==> src/rtl/risc_pack.sv <==
// risc_pack: shared pipeline types for the qrisc32 core, including the memory-stage FSM states.
package risc_pack;
  typedef struct packed {
    logic [31:0] pc;
    logic [31:0] ir;
    logic [4:0]  dst_r;
    logic [31:0] val_r1;
    logic [31:0] val_r2;
    logic [31:0] val_dst;
    logic        read_mem;
    logic        write_mem;
    logic        add_op;
    logic        sub_op;
    logic        and_op;
    logic        or_op;
    logic        jmp;
    logic        we_reg;
  } pipe_struct_t;
  typedef enum logic [1:0] {IDLE, REQ, DONE} mem_state_t;
  localparam pipe_struct_t PIPE_BUBBLE = '0;
endpackage

==> src/rtl/qrisc32_wait_timer.sv <==
// qrisc32_wait_timer: saturating wait counter that flags when a bus request has waited its limit.
module qrisc32_wait_timer #(
  parameter int TIMEOUT_CYCLES = 255
) (
  input  logic clk,
  input  logic areset,
  input  logic clear,
  input  logic enable,
  output logic expired
);
  localparam int CW = $clog2(TIMEOUT_CYCLES + 1);
  logic [CW-1:0] cnt;
  assign expired = cnt >= CW'(TIMEOUT_CYCLES - 1);
  always_ff @(posedge clk) begin
    if (areset || clear) cnt <= '0;
    else if (enable && cnt != CW'(TIMEOUT_CYCLES)) cnt <= cnt + CW'(1);
  end
endmodule

==> src/rtl/qrisc32_mem_stage.sv <==
// qrisc32_mem_stage: data-memory access stage with req/ack handshake, execute stall and bus timeout.
module qrisc32_mem_stage
  import risc_pack::*;
#(
  parameter int          TIMEOUT_CYCLES = 255,
  parameter logic [31:0] ERR_RDATA      = 32'hFFFF_FFFF
) (
  input  logic         clk,
  input  logic         areset,
  input  pipe_struct_t pipe_mem_in,
  output pipe_struct_t pipe_mem_out,
  output logic         pipe_stall,
  output logic         dmem_req,
  output logic         dmem_we,
  output logic [31:0]  dmem_addr,
  output logic [31:0]  dmem_wdata,
  input  logic [31:0]  dmem_rdata,
  input  logic         dmem_ack,
  output logic         bus_err
);
  mem_state_t   state, state_nx;
  pipe_struct_t done_pipe;
  logic         mem_op, start, expired;
  logic [31:0]  rdata_q;
  assign mem_op = pipe_mem_in.read_mem | pipe_mem_in.write_mem;
  assign start  = state == IDLE && mem_op;
  qrisc32_wait_timer #(.TIMEOUT_CYCLES(TIMEOUT_CYCLES)) u_timer (
    .clk(clk),
    .areset(areset),
    .clear(state == IDLE),
    .enable(state == REQ && !dmem_ack),
    .expired(expired)
  );
  always_ff @(posedge clk) begin
    if (areset) state <= IDLE;
    else state <= state_nx;
  end
  always_comb begin
    state_nx   = state;
    pipe_stall = 1'b0;
    done_pipe  = pipe_mem_in;
    unique case (state)
      IDLE: begin
        pipe_stall = mem_op;
        state_nx   = mem_op ? REQ : IDLE;
      end
      REQ: begin
        pipe_stall = 1'b1;
        state_nx   = (dmem_ack || expired) ? DONE : REQ;
      end
      default: state_nx = IDLE;
    endcase
    // a load with the write bit also set is a store, so only pure loads take bus data
    done_pipe.val_dst = (pipe_mem_in.read_mem && !pipe_mem_in.write_mem) ? rdata_q : pipe_mem_in.val_dst;
  end
  always_ff @(posedge clk) begin
    if (areset) begin
      pipe_mem_out <= PIPE_BUBBLE;
      dmem_req     <= 1'b0;
      dmem_we      <= 1'b0;
      dmem_addr    <= '0;
      dmem_wdata   <= '0;
      bus_err      <= 1'b0;
      rdata_q      <= '0;
    end else begin
      pipe_mem_out <= (state == DONE) ? done_pipe : (state == IDLE && !mem_op) ? pipe_mem_in : PIPE_BUBBLE;
      if (start) begin
        dmem_req   <= 1'b1;
        dmem_we    <= pipe_mem_in.write_mem;
        dmem_addr  <= pipe_mem_in.val_r1;
        dmem_wdata <= pipe_mem_in.val_dst;
      end
      if (state == REQ && dmem_ack) begin
        dmem_req <= 1'b0;
        if (!dmem_we) rdata_q <= dmem_rdata;
      end else if (state == REQ && expired) begin
        dmem_req <= 1'b0;
        bus_err  <= 1'b1;
        rdata_q  <= ERR_RDATA;
      end
    end
  end
endmodule

==> config.mk <==
export PLATFORM = sky130hd
export DESIGN_NAME = qrisc32_mem_stage
export DESIGN_NICKNAME = d
export VERILOG_FILES = /design/src/rtl/risc_pack.sv /design/src/rtl/qrisc32_wait_timer.sv /design/src/rtl/qrisc32_mem_stage.sv
export SDC_FILE = /design/constraint.sdc
export NUM_CORES = 1
export LEC_CHECK = 0
export CAP_MARGIN = 20
export CORE_MARGIN = 2
export CORE_UTILIZATION = 28
export DETAILED_ROUTE_END_ITERATION = 12
export GPL_TIMING_DRIVEN = 0
export PLACE_DENSITY_LB_ADDON = 0.2
export SYNTH_ARGS = -nofsm -noshare
export SYNTH_HDL_FRONTEND = slang
export SYNTH_SLANG_ARGS = --single-unit
==> constraint.sdc <==
create_clock -name clk -period 1.45 [get_ports clk]
set_input_delay 0.145 -clock clk [delete_from_list [all_inputs] [get_ports clk]]
set_output_delay 0.145 -clock clk [all_outputs]
set_load 0.005 [all_outputs]
==> run_results.csv <==
group,metric,value,unit
outcome,status,"complete, but fails checks",
outcome,violations,"negative setup slack",
clocking,cts_buffers,34,
critical_path,reg2regPathDepth,7,
global_routing,grt_use_total,0.199,
placed_design,pre_cts_ws,-1400,ps
power_and_ir_drop,ir_drop,0.848,mV
global_routing,antenna_found_initial,5,
hold_path,hp-start,"pipe_mem_in[7]",
route,viasPerCell,4.60,
floorplanning,dieArea,0.0343,mm²
sta,timing.fmax,614,MHz
power_and_ir_drop,p_per_area,1180,mW/mm²
critical_path,cp.arrival,2070,ps
sta,finalCritPeriodShare,1.12,
synth,ys_ff_latch,282,
route,wire_per_inst,19.3,µm
clocking,cts_tree,"yes",
synth,synth_cells,897,
critical_path,timing.rr.end,"rdata_q[25]",
route,drtIter0Drc,420,
critical_path,critPathMaxFanout,8,
route,detail-route-antenna-nets,0,
floorplanning,dieHeight,185,µm
route,drc,0,
global_routing,use_met3,0.0676,
global_routing,grt_pass1_vias,8434,
floorplanning,die_w,185,µm
sta,skew,13.2,ps
finish,drive_above_1_share,0.151,
run,maxCapViolations,0,
sta,relSlewSlack,0.585,
global_routing,grt_max_degree,12,
floorplanning,fp.coreArea,0.0325,mm²
critical_path,setup.worst_path.start_class,"flop",
sta,setup_viol,36,
route,vias,8536,
clocking,htreeDepth,2,
finish,layout.nets,1606,
critical_path,end_kind,"flop",
power_and_ir_drop,power.leakage,0.00701,µW
sta,tns,-4770,ps
synth,ys_types,42,
clocking,path_clk_slew,60,ps
floorplanning,start_util,0.283,
synth,syn_area_per_cell,10.2,µm²
route,wirelength,35800,µm
sta,final_max_slew_viol_count,0,
global_routing,overflow,0,
sta,rsz0062_at_grt,"yes",
floorplanning,io-pin-count,449,
global_routing,grt_use_met2,0.356,
critical_path,crit_type,"reg -> reg",
sta,hold_viol_final,0,
hold_path,hold_path_end,"pipe_mem_out[7]",
global_routing,top_usage_layer,"met2",
critical_path,r2r_slack,-180,ps
hold_path,hold_path_class,"in -> reg",
global_routing,grt_pass1_wl,51400,µm
critical_path,r2r_start,"u_timer.cnt[1]",
placed_design,port_buffers,448,
sta,min_period,1630,ps
power_and_ir_drop,power.total,18700,µW
finish,seq_area,0.00567,mm²
synth,yosysSeqAreaShare,0.614,
finish,final_cells,1856,
critical_path,required,1890,ps
sta,worst_slack,-179,ps
clocking,cts_sinks,282,
synth,netlist_area,0.00919,mm²
hold_path,min_path_cells,2,
global_routing,use_met1,0.221,
synth,syn-num-nets,1107,
sta,worstMarginPinSlew,623,ps
route,firstDrtPassIters,5,
finish,multiInputGateArea,0.00346,mm²
floorplanning,row_count,66,
clocking,clock_latency,510,ps
placed_design,place_congestion,0.831,
clocking,root_buffer,"clkbuf_16",
placed_design,dpl.hpwl,26200,µm
placed_design,placed_cells,1787,
clocking,clock_path_buffers,3,
synth,yosysWarnings,0,
finish,area_growth,72.5,%
finish,fillerInstances,3180,
synthesized netlist by cell type:
| cell type | count | share of area |
|---|---|---|
| or4bb_1 | 1 | 0.0012 |
| a21o_1 | 1 | 0.00082 |
| o31ai_4 | 1 | 0.0023 |
| o21bai_1 | 1 | 0.00082 |
| nand3_1 | 67 | 0.036 |
| or2_0 | 1 | 0.00068 |
| o221a_2 | 16 | 0.020 |
| buf_2 | 7 | 0.0038 |
| o211ai_1 | 33 | 0.027 |
| a211oi_1 | 2 | 0.0016 |
| or2_2 | 1 | 0.00068 |
| a311oi_1 | 2 | 0.0019 |
| nand4b_1 | 2 | 0.0019 |
| and2_1 | 141 | 0.096 |
| or3b_1 | 1 | 0.00095 |
| nor4bb_1 | 2 | 0.0022 |
| buf_1 | 11 | 0.0045 |
| and4_1 | 2 | 0.0019 |
| nor3b_1 | 1 | 0.00082 |
| o21a_1 | 2 | 0.0016 |
| a21boi_1 | 1 | 0.00082 |
| inv_1 | 6 | 0.0025 |
| ha_1 | 2 | 0.0027 |
| nor3_1 | 2 | 0.0011 |
| a2111oi_0 | 2 | 0.0019 |
| nand2b_1 | 3 | 0.0020 |
| buf_6 | 3 | 0.0037 |
| and3_1 | 2 | 0.0014 |
| clkbuf_1 | 61 | 0.025 |
| o21ai_0 | 66 | 0.036 |
| nand2_1 | 40 | 0.016 |
| o21ba_2 | 2 | 0.0022 |
| a31oi_1 | 3 | 0.0020 |
| clkinv_1 | 1 | 0.00041 |
| o221a_1 | 16 | 0.020 |
| nand4_1 | 1 | 0.00068 |
| mux2i_1 | 3 | 0.0033 |
| nor4_1 | 2 | 0.0014 |
| nor2_1 | 5 | 0.0020 |
| a21oi_1 | 98 | 0.053 |
| o31ai_1 | 1 | 0.00082 |
| dfxtp_1 | 282 | 0.61 |
cell families (layout without fill, tap and decap cells):
group | after synthesis | in the layout | share of synthesized area
muxes | 3 | 3 | 0.00327
AOI/OAI and AO/OA | 247 | 247 | 0.172
adders and majority gates | 2 | 2 | 0.00272
buffers and inverters | 89 | 605 | 0.0397
DFF | 282 | 282 | 0.614
and+or+nand+nor | 274 | 274 | 0.168
other | 0 | 1 | 0
what timing repair did:
item / in CTS / in global routing
resized for setup: 387 / 89
endpoints found under the setup margin: 520 / 208
pin swaps: 13 / 13
hold endpoints to repair: 0 / 1
hold buffers: 0 / 1
gates cloned: 2 / 4
buffers inserted: 9 / 3
layout by cell type (no fill, tap or decap), types with 17 or more instances in the layout:
| cell | n |
|---|---|
| dfxtp_1 | 263 |
| o211ai_1 | 33 |
| clkbuf_16 | 40 |
| nand3_1 | 67 |
| o21ai_0 | 59 |
| nand2_1 | 33 |
| buf_4 | 19 |
| a21oi_2 | 18 |
| dlygate4sd2_1 | 241 |
| and2_1 | 140 |
| dfxtp_2 | 17 |
| clkbuf_1 | 20 |
| clkdlybuf4s50_1 | 205 |
| a21oi_1 | 80 |
routing by layer:
layer / wire length (µm) / share of wire / up-vias
li1: - / - / 4114
met1: 13400 / 0.37 / 3985
met2: 18000 / 0.50 / 364
met4: 982 / 0.027 / 6
met5: 40 / 0.0011 / -
met3: 3360 / 0.094 / 67
critical path, stage by stage (launching register included):
cell       delay [ps]
dfxtp_4           370
buf_4             120
o211ai_1          100
buf_4             170
o31ai_4           270
buf_12            200
clkbuf_16         150
o221a_2           170
power by group:
group / internal, µW / switching [µW] / total (µW)
Sequential: 8120 / 148 / 8270
Clock: 4960 / 3210 / 8170
Combinational: 1270 / 1010 / 2290
how the worst max path moves through the flow:
stage                               from               end  slack, ps
after floorplan                 state[0]       rdata_q[14]        -70
after global placement    pipe_mem_in[6]  pipe_mem_out[78]      -1390
after detailed placement  pipe_mem_in[6]  pipe_mem_out[82]      -1400
after CTS                       state[0]        rdata_q[8]       -220
after global routing      u_timer.cnt[0]       rdata_q[25]       -220
final                     u_timer.cnt[1]       rdata_q[25]       -180
layout make-up:
| type | instances | share of cell area |
|---|---|---|
| diodes | 1 | 0.000158 |
| clock buffers | 48 | 0.0634 |
| inverters | 7 | 0.00205 |
| plain buffers | 78 | 0.0410 |
| multi-input cells | 526 | 0.218 |
| well taps | 442 | 0.0349 |
| repair buffers | 467 | 0.278 |
| flip-flops and latches | 282 | 0.358 |
| clock inverters | 5 | 0.00363 |
stage by stage:
step | hold WS, ps | instance area, µm² | util
3_5_place_dp | 453 | 14200 | 0.439
5_1_grt | 165 | 15800 | 0.488
3_3_place_gp | 445 | 14200 | 0.439
6_report | 158 | 15900 | 0.488
2_1_floorplan | 267 | 9200 | -
4_1_cts | 89.9 | 15500 | 0.479
registers in the layout (all words and copies together) (netlist names):
signal and flops:
dmem_req 1, dmem_wdata 32, rdata_q 32, dmem_addr 32
state 2, dmem_we 1, pipe_mem_out 173, u_timer.cnt 8
bus_err 1
No activity file was read; power rests on OpenSTA's default activity.
